### config.mk
export PLATFORM = sky130hd
export DESIGN_NAME = fetch_sequencer_flat
export DESIGN_NICKNAME = d
export VERILOG_FILES = /design/src/rtl/fetch_sequencer_if.sv /design/src/rtl/fetch_sequencer.sv /design/src/flat_wrapper.sv
export SDC_FILE = /design/constraint.sdc
export NUM_CORES = 1
export LEC_CHECK = 0
export CAP_MARGIN = 15
export CORE_MARGIN = 2
export CORE_UTILIZATION = 35
export CTS_CLUSTER_DIAMETER = 50
export DETAILED_ROUTE_END_ITERATION = 16
export PLACE_DENSITY = 0.62
export SYNTH_ARGS = -nofsm -noshare
export SYNTH_HDL_FRONTEND = slang
export SYNTH_SLANG_ARGS = --single-unit
export TNS_END_PERCENT = 30
### constraint.sdc
create_clock -name CLK -period 1.65 [get_ports CLK]
set_input_delay 0.2475 -clock CLK [delete_from_list [all_inputs] [get_ports CLK]]
set_output_delay 0.2475 -clock CLK [all_outputs]
set_load 0.1 [all_outputs]
### src/rtl/fetch_sequencer_if.sv
// ============================================================================
// Module   : fetch_sequencer_if
// Purpose  : Control, ROM and fetch-stage signal bundle for fetch_sequencer.
// Revision : 1.0  initial release
// ============================================================================
`default_nettype none

interface fetch_sequencer_if #(
    parameter int AW = 8,
    parameter int DW = 9,
    parameter int CW = 16
);
    logic          Start;
    logic          Stall;
    logic          Halt;
    logic          BranchAbs;
    logic          BranchRel;
    logic [AW-1:0] Target;
    logic [AW-1:0] Offset;
    logic [DW-1:0] InstIn;
    logic [AW-1:0] InstAddress;
    logic [DW-1:0] InstOut;
    logic [AW-1:0] FetchPC;
    logic          InstValid;
    logic          Done;
    logic          PcWrap;
    logic [CW-1:0] CycleCount;

    // Environment side: control inputs and ROM data, observes fetch outputs.
    modport master (
        output Start, Stall, Halt, BranchAbs, BranchRel, Target, Offset, InstIn,
        input  InstAddress, InstOut, FetchPC, InstValid, Done, PcWrap, CycleCount
    );

    modport slave (
        input  Start, Stall, Halt, BranchAbs, BranchRel, Target, Offset, InstIn,
        output InstAddress, InstOut, FetchPC, InstValid, Done, PcWrap, CycleCount
    );
endinterface

`default_nettype wire

### src/rtl/fetch_sequencer.sv
// ============================================================================
// Module   : fetch_sequencer
// Purpose  : PC sequencer and fetch register with branch flush and run counter.
// Revision : 1.0  initial release
// ============================================================================
`default_nettype none

module fetch_sequencer #(
    parameter int AW         = 8,
    parameter int DW         = 9,
    parameter int START_ADDR = 0,
    parameter int CW         = 16
) (
    input  wire logic             CLK,
    input  wire logic             Reset_n,
    fetch_sequencer_if.slave      bus
);
    localparam logic [AW-1:0] c_start_pc = AW'(START_ADDR);

    typedef enum logic [1:0] {
        IDLE = 2'd0,
        RUN  = 2'd1,
        DONE = 2'd2
    } state_t;

    state_t        state_q, state_d;
    logic [AW-1:0] pc_q, pc_d;
    logic [DW-1:0] inst_q, inst_d;
    logic [AW-1:0] fpc_q, fpc_d;
    logic          valid_q, valid_d;
    logic          wrap_q, wrap_d;
    logic [CW-1:0] cnt_q, cnt_d;

    always_comb begin
        state_d = state_q;
        pc_d    = pc_q;
        inst_d  = inst_q;
        fpc_d   = fpc_q;
        valid_d = valid_q;
        wrap_d  = wrap_q;
        cnt_d   = cnt_q;

        case (state_q)
            IDLE, DONE: begin
                if (bus.Start) begin
                    state_d = RUN;
                    pc_d    = c_start_pc;
                    cnt_d   = '0;
                    wrap_d  = 1'b0;
                end
            end
            RUN: begin
                if (!bus.Stall) begin
                    if (cnt_q != '1) begin
                        cnt_d = cnt_q + 1'b1;
                    end
                    // Redirects are only honoured against a live instruction,
                    // so requests seen during the flush bubble fall through.
                    if (valid_q && bus.Halt) begin
                        state_d = DONE;
                        valid_d = 1'b0;
                    end else if (valid_q && bus.BranchAbs) begin
                        pc_d    = bus.Target;
                        valid_d = 1'b0;
                    end else if (valid_q && bus.BranchRel) begin
                        pc_d    = fpc_q + bus.Offset;
                        valid_d = 1'b0;
                    end else begin
                        inst_d  = bus.InstIn;
                        fpc_d   = pc_q;
                        valid_d = 1'b1;
                        pc_d    = pc_q + 1'b1;
                        if (pc_q == '1) begin
                            wrap_d = 1'b1;
                        end
                    end
                end
            end
            default: begin
                state_d = IDLE;
            end
        endcase
    end

    always_ff @(posedge CLK) begin
        if (!Reset_n) begin
            state_q <= IDLE;
            pc_q    <= c_start_pc;
            inst_q  <= '0;
            fpc_q   <= '0;
            valid_q <= 1'b0;
            wrap_q  <= 1'b0;
            cnt_q   <= '0;
        end else begin
            state_q <= state_d;
            pc_q    <= pc_d;
            inst_q  <= inst_d;
            fpc_q   <= fpc_d;
            valid_q <= valid_d;
            wrap_q  <= wrap_d;
            cnt_q   <= cnt_d;
        end
    end

    assign bus.InstAddress = pc_q;
    assign bus.InstOut     = inst_q;
    assign bus.FetchPC     = fpc_q;
    assign bus.InstValid   = valid_q;
    assign bus.Done        = (state_q == DONE);
    assign bus.PcWrap      = wrap_q;
    assign bus.CycleCount  = cnt_q;
endmodule

`default_nettype wire

### src/flat_wrapper.sv
// flat-port wrapper written by rule: the top's interface ports become plain ports
module fetch_sequencer_flat 
#(
    parameter int AW         = 8,
    parameter int DW         = 9,
    parameter int START_ADDR = 0,
    parameter int CW         = 16
)
  (CLK, Reset_n, bus_Start, bus_Stall, bus_Halt, bus_BranchAbs, bus_BranchRel, bus_Target, bus_Offset, bus_InstIn, bus_InstAddress, bus_InstOut, bus_FetchPC, bus_InstValid, bus_Done, bus_PcWrap, bus_CycleCount);
  fetch_sequencer_if #(.AW(AW), .DW(DW), .CW(CW)) bus_i ();
  input  wire logic CLK;
  input  wire logic Reset_n;
  input wire logic [$bits(bus_i.Start)-1:0] bus_Start;
  input wire logic [$bits(bus_i.Stall)-1:0] bus_Stall;
  input wire logic [$bits(bus_i.Halt)-1:0] bus_Halt;
  input wire logic [$bits(bus_i.BranchAbs)-1:0] bus_BranchAbs;
  input wire logic [$bits(bus_i.BranchRel)-1:0] bus_BranchRel;
  input wire logic [$bits(bus_i.Target)-1:0] bus_Target;
  input wire logic [$bits(bus_i.Offset)-1:0] bus_Offset;
  input wire logic [$bits(bus_i.InstIn)-1:0] bus_InstIn;
  output wire logic [$bits(bus_i.InstAddress)-1:0] bus_InstAddress;
  output wire logic [$bits(bus_i.InstOut)-1:0] bus_InstOut;
  output wire logic [$bits(bus_i.FetchPC)-1:0] bus_FetchPC;
  output wire logic [$bits(bus_i.InstValid)-1:0] bus_InstValid;
  output wire logic [$bits(bus_i.Done)-1:0] bus_Done;
  output wire logic [$bits(bus_i.PcWrap)-1:0] bus_PcWrap;
  output wire logic [$bits(bus_i.CycleCount)-1:0] bus_CycleCount;
  assign bus_i.Start = bus_Start;
  assign bus_i.Stall = bus_Stall;
  assign bus_i.Halt = bus_Halt;
  assign bus_i.BranchAbs = bus_BranchAbs;
  assign bus_i.BranchRel = bus_BranchRel;
  assign bus_i.Target = bus_Target;
  assign bus_i.Offset = bus_Offset;
  assign bus_i.InstIn = bus_InstIn;
  assign bus_InstAddress = bus_i.InstAddress;
  assign bus_InstOut = bus_i.InstOut;
  assign bus_FetchPC = bus_i.FetchPC;
  assign bus_InstValid = bus_i.InstValid;
  assign bus_Done = bus_i.Done;
  assign bus_PcWrap = bus_i.PcWrap;
  assign bus_CycleCount = bus_i.CycleCount;
  fetch_sequencer #(.AW(AW), .DW(DW), .START_ADDR(START_ADDR), .CW(CW)) u_core (.CLK(CLK), .Reset_n(Reset_n), .bus(bus_i));
endmodule
==> summary.txt <==
Status
  – Status: finished with violations
  – Failing checks: negative setup slack

Clock tree
  – Clk sinks: 45
  – Root Buffer Master: clkbuf_8
  – Clock Tree Buf Depth: 2
  – CTS tree: built
  – Post-cts hold buffer count: 0
  – Total CTS buffers: 5
  – Clk_lat worst skew: 0.29 ns
  – CTS HTree Levels: 2
  – Register clock-pin slew on the reported worst setup and hold paths: 0.09 ns

Global routing
  – Largest net degree at the start of global routing: 17
  – Initial antenna violation count: 0
  – Number of global-route vias before repair: 2,655
  – First-pass GRT wire length: 12.6 mm
  – GRT Overall Usage: 0.203
  – GR Overflow Total: 0

Place
  – DP Area: 4420 um2
  – Detailed Place HPWL: 6.17 mm
  – Final GP Congestion: 0.888
  – Port buffer count: 75
  – DP Worst Slack: -0.569 ns

Floorplanning
  – Boundary pin count: 76
  – Die ar.: 8000 um2
  – Rows: 31
  – Initial core utilization: 0.356
  – Core Region: 7180 um2
  – Die extent in y: 89.4 um
  – Chip Width: 89.4 um

Setup path
  – CP max stage delay: 0.38 ns
  – Critical-path cell list: ha_4 > fa_2 > a211oi_4 > o41a_1 > nor3_2 > a211o_1
  – Startpoint Class: flip-flop
  – CP Capture Type: flip-flop
  – CP Max Fanout: 3
  – Worst path required time: 1.84 ns
  – Critical path type: reg2reg
  – Slowest-stage cell, CP: fa_2
  – Signal arrival time at the worst endpoint: 1.96 ns
  – Top Family by Delay on Critical Path: compound AO/OA/AOI/OAI gates
  – WP buf/inv: 0
  – Reg-to-reg slack, setup: -0.12 ns

Routing
  – Drt first pass iters: 4
  – Post-route DRC: 0
  – WL final: 8.12 mm
  – Initial drt markers: 132
  – DR vias: 2,810
  – Drt via density: 5.08
  – Wire length per cell: 14.7 um
  – Post-DRT Antenna Nets: 0

Power and ir drop
  – Pint: 1860 uW
  – Clock power share: 0.333
  – Leak pwr: 0.00187 uW
  – Comb pwr share: 0.244
  – Worst vdd ir: 0.518 mV
  – Net switching power: 747 uW
  – Sequential share of power: 0.424
  – P per Cell Area: 553 nW/um2
  – Sw Ratio: 0.286
  – Final Total Pwr: 2610 uW

Cells and area
  – Nets: 495
  – Layout fillers: 589
  – Diodes inserted: 0
  – Commonest non-fill, non-tap cell in the layout: buf_4
  – Register area: 980 um2
  – Final instance area: 4720 um2
  – Layout cell share with drive strength beyond 1: 0.385
  – Syn-to-layout area delta: 84.9%
  – Commonest cells after routing, fill and taps aside: buf_4 (67), nand2_1 (56), buf_12 (44)
  – Multi-input gate area: 1760 um2

Synth
  – Register area share after synthesis: 0.353
  – Largest area contributor in the netlist: dfxtp_1
  – Largest cells by area after synthesis: dfxtp_1 (35%), nand2_1 (8.2%), ha_1 (4.4%), nor2_1 (4.0%), a21boi_1 (3.2%)
  – Cells after synthesis: 313
  – Ys Warns: 0
  – Avg Cell Area, Syn: 8.16 um2
  – Netlist cell types: 51
  – Top_reg_cell synth: dfxtp_1
  – Flops & latches, synth: 45
  – Synthesized area: 2550 um2
  – Post-synth EDFFs: 0
  – Syn_nets: 355
  – Synth top area share: 0.353
  – Async set-reset flop share out of synthesis: 0

STA
  – Final count of negative-setup-slack endpoints: 4
  – Unrepaired setup endpoints after global routing: yes
  – Fmax: 0.565 GHz
  – Final worst setup slack: -0.120 ns
  – Worst-margin pin slew: 0.442 ns
  – Worst rel slew slack: 0.704
  – Final Skew: 0.00874 ns
  – Final period utilization: 1.07
  – Hold Fails Final Rpt: 0
  – Max Slew Vio Count: 0
  – Final min period: 1.77 ns

Job
  – Maxcap violations: 0

Worst hold path
  – HP Class: in2reg
worst reg2reg max path, delay by kind of cell, from the launching register on:
kind	cells	cell delay, ns
fa+ha+maj	2	0.54
simple gates	1	0.04
compound gates	3	0.72
flops	1	0.37
Yosys cell counts, types with 3 or more instances:
cell type,instances
inv_1,5
nor2b_1,7
and3_1,6
nor2_1,27
nor3_1,4
o211ai_1,6
ha_1,9
nand2_1,56
nand4_1,5
mux2i_1,4
a21oi_1,13
a211oi_1,8
dfxtp_1,45
clkbuf_1,8
a31oi_1,5
a21boi_1,11
o21ai_0,14
and2_1,5
nand2b_1,4
xnor2_1,8
xor2_1,7
a21boi_0,8
nand3_1,12
a21o_1,3
kinds of logic after synthesis:
group                      after synthesis  synth area share
buffers and inverters                   16            0.0260
and+or+nand+nor                        137             0.259
xor gates and xnor gates                15            0.0514
adders and majority gates               10            0.0519
AOI/OAI and AO/OA                       86             0.244
DFF                                     45             0.353
muxes                                    4            0.0157
state kept, by name, indices dropped and copies added, names as in the netlist:
signal / count
u_core.bus.PcWrap: 1
u_core.state_q: 2
u_core.bus.InstAddress: 8
u_core.bus.InstValid: 1
u_core.bus.CycleCount: 16
u_core.bus.InstOut: 9
u_core.bus.FetchPC: 8
stage by stage:
step	setup TNS, ns	hold slack [ns]	cells	util
after global routing	-1.02	0.503	553	0.658
after CTS	-0.604	0.486	549	0.639
final	-0.298	0.491	553	0.658
after global placement	-10.84	0.478	541	0.616
after detailed placement	-11.45	0.486	541	0.616
after floorplan	-3.53	0.382	313	-
final cells by class:
cell class	instances	area share
clock inverter	1	0.00636
multi-input combinational	252	0.373
inverter	5	0.00397
sequential	45	0.207
tap	99	0.0262
timing repair buffer	144	0.365
clock buffer	7	0.0183
power by group through the flow:
stage               Clock [uW]  Sequential [uW]  Combinational (uW)
finish                     868             1110                 636
global route               940             1110                 675
CTS                        899             1110                 617
detailed placement           0             1130                 610
global placement             0             1130                 606
floorplan                    0             1270                 161
layer usage:
layer	track usage	routed length, um
met1	0.274	3640
met2	0.322	3860
met3	0.0572	550
met4	0.0448	72
met5	0	0
worst paths after layout:
check | startpoint | end | cells past startpoint
max | u_core.bus.FetchPC[0] | u_core.bus.InstAddress[6] | 6
min | bus_InstIn[8] | u_core.bus.InstOut[8] | 3
max reg2reg | u_core.bus.FetchPC[0] | u_core.bus.InstAddress[6] | 6
min reg2reg | u_core.bus.InstOut[2] | u_core.bus.InstOut[2] | 2
timing repair:
| action | in CTS | in global routing |
|---|---|---|
| setup buffers | 0 | 4 |
| pin swaps | 12 | 24 |
| resized for setup | 14 | 25 |
| setup endpoints to repair | 14 | 34 |
Note: power is estimated with default switching activity, not from simulation.
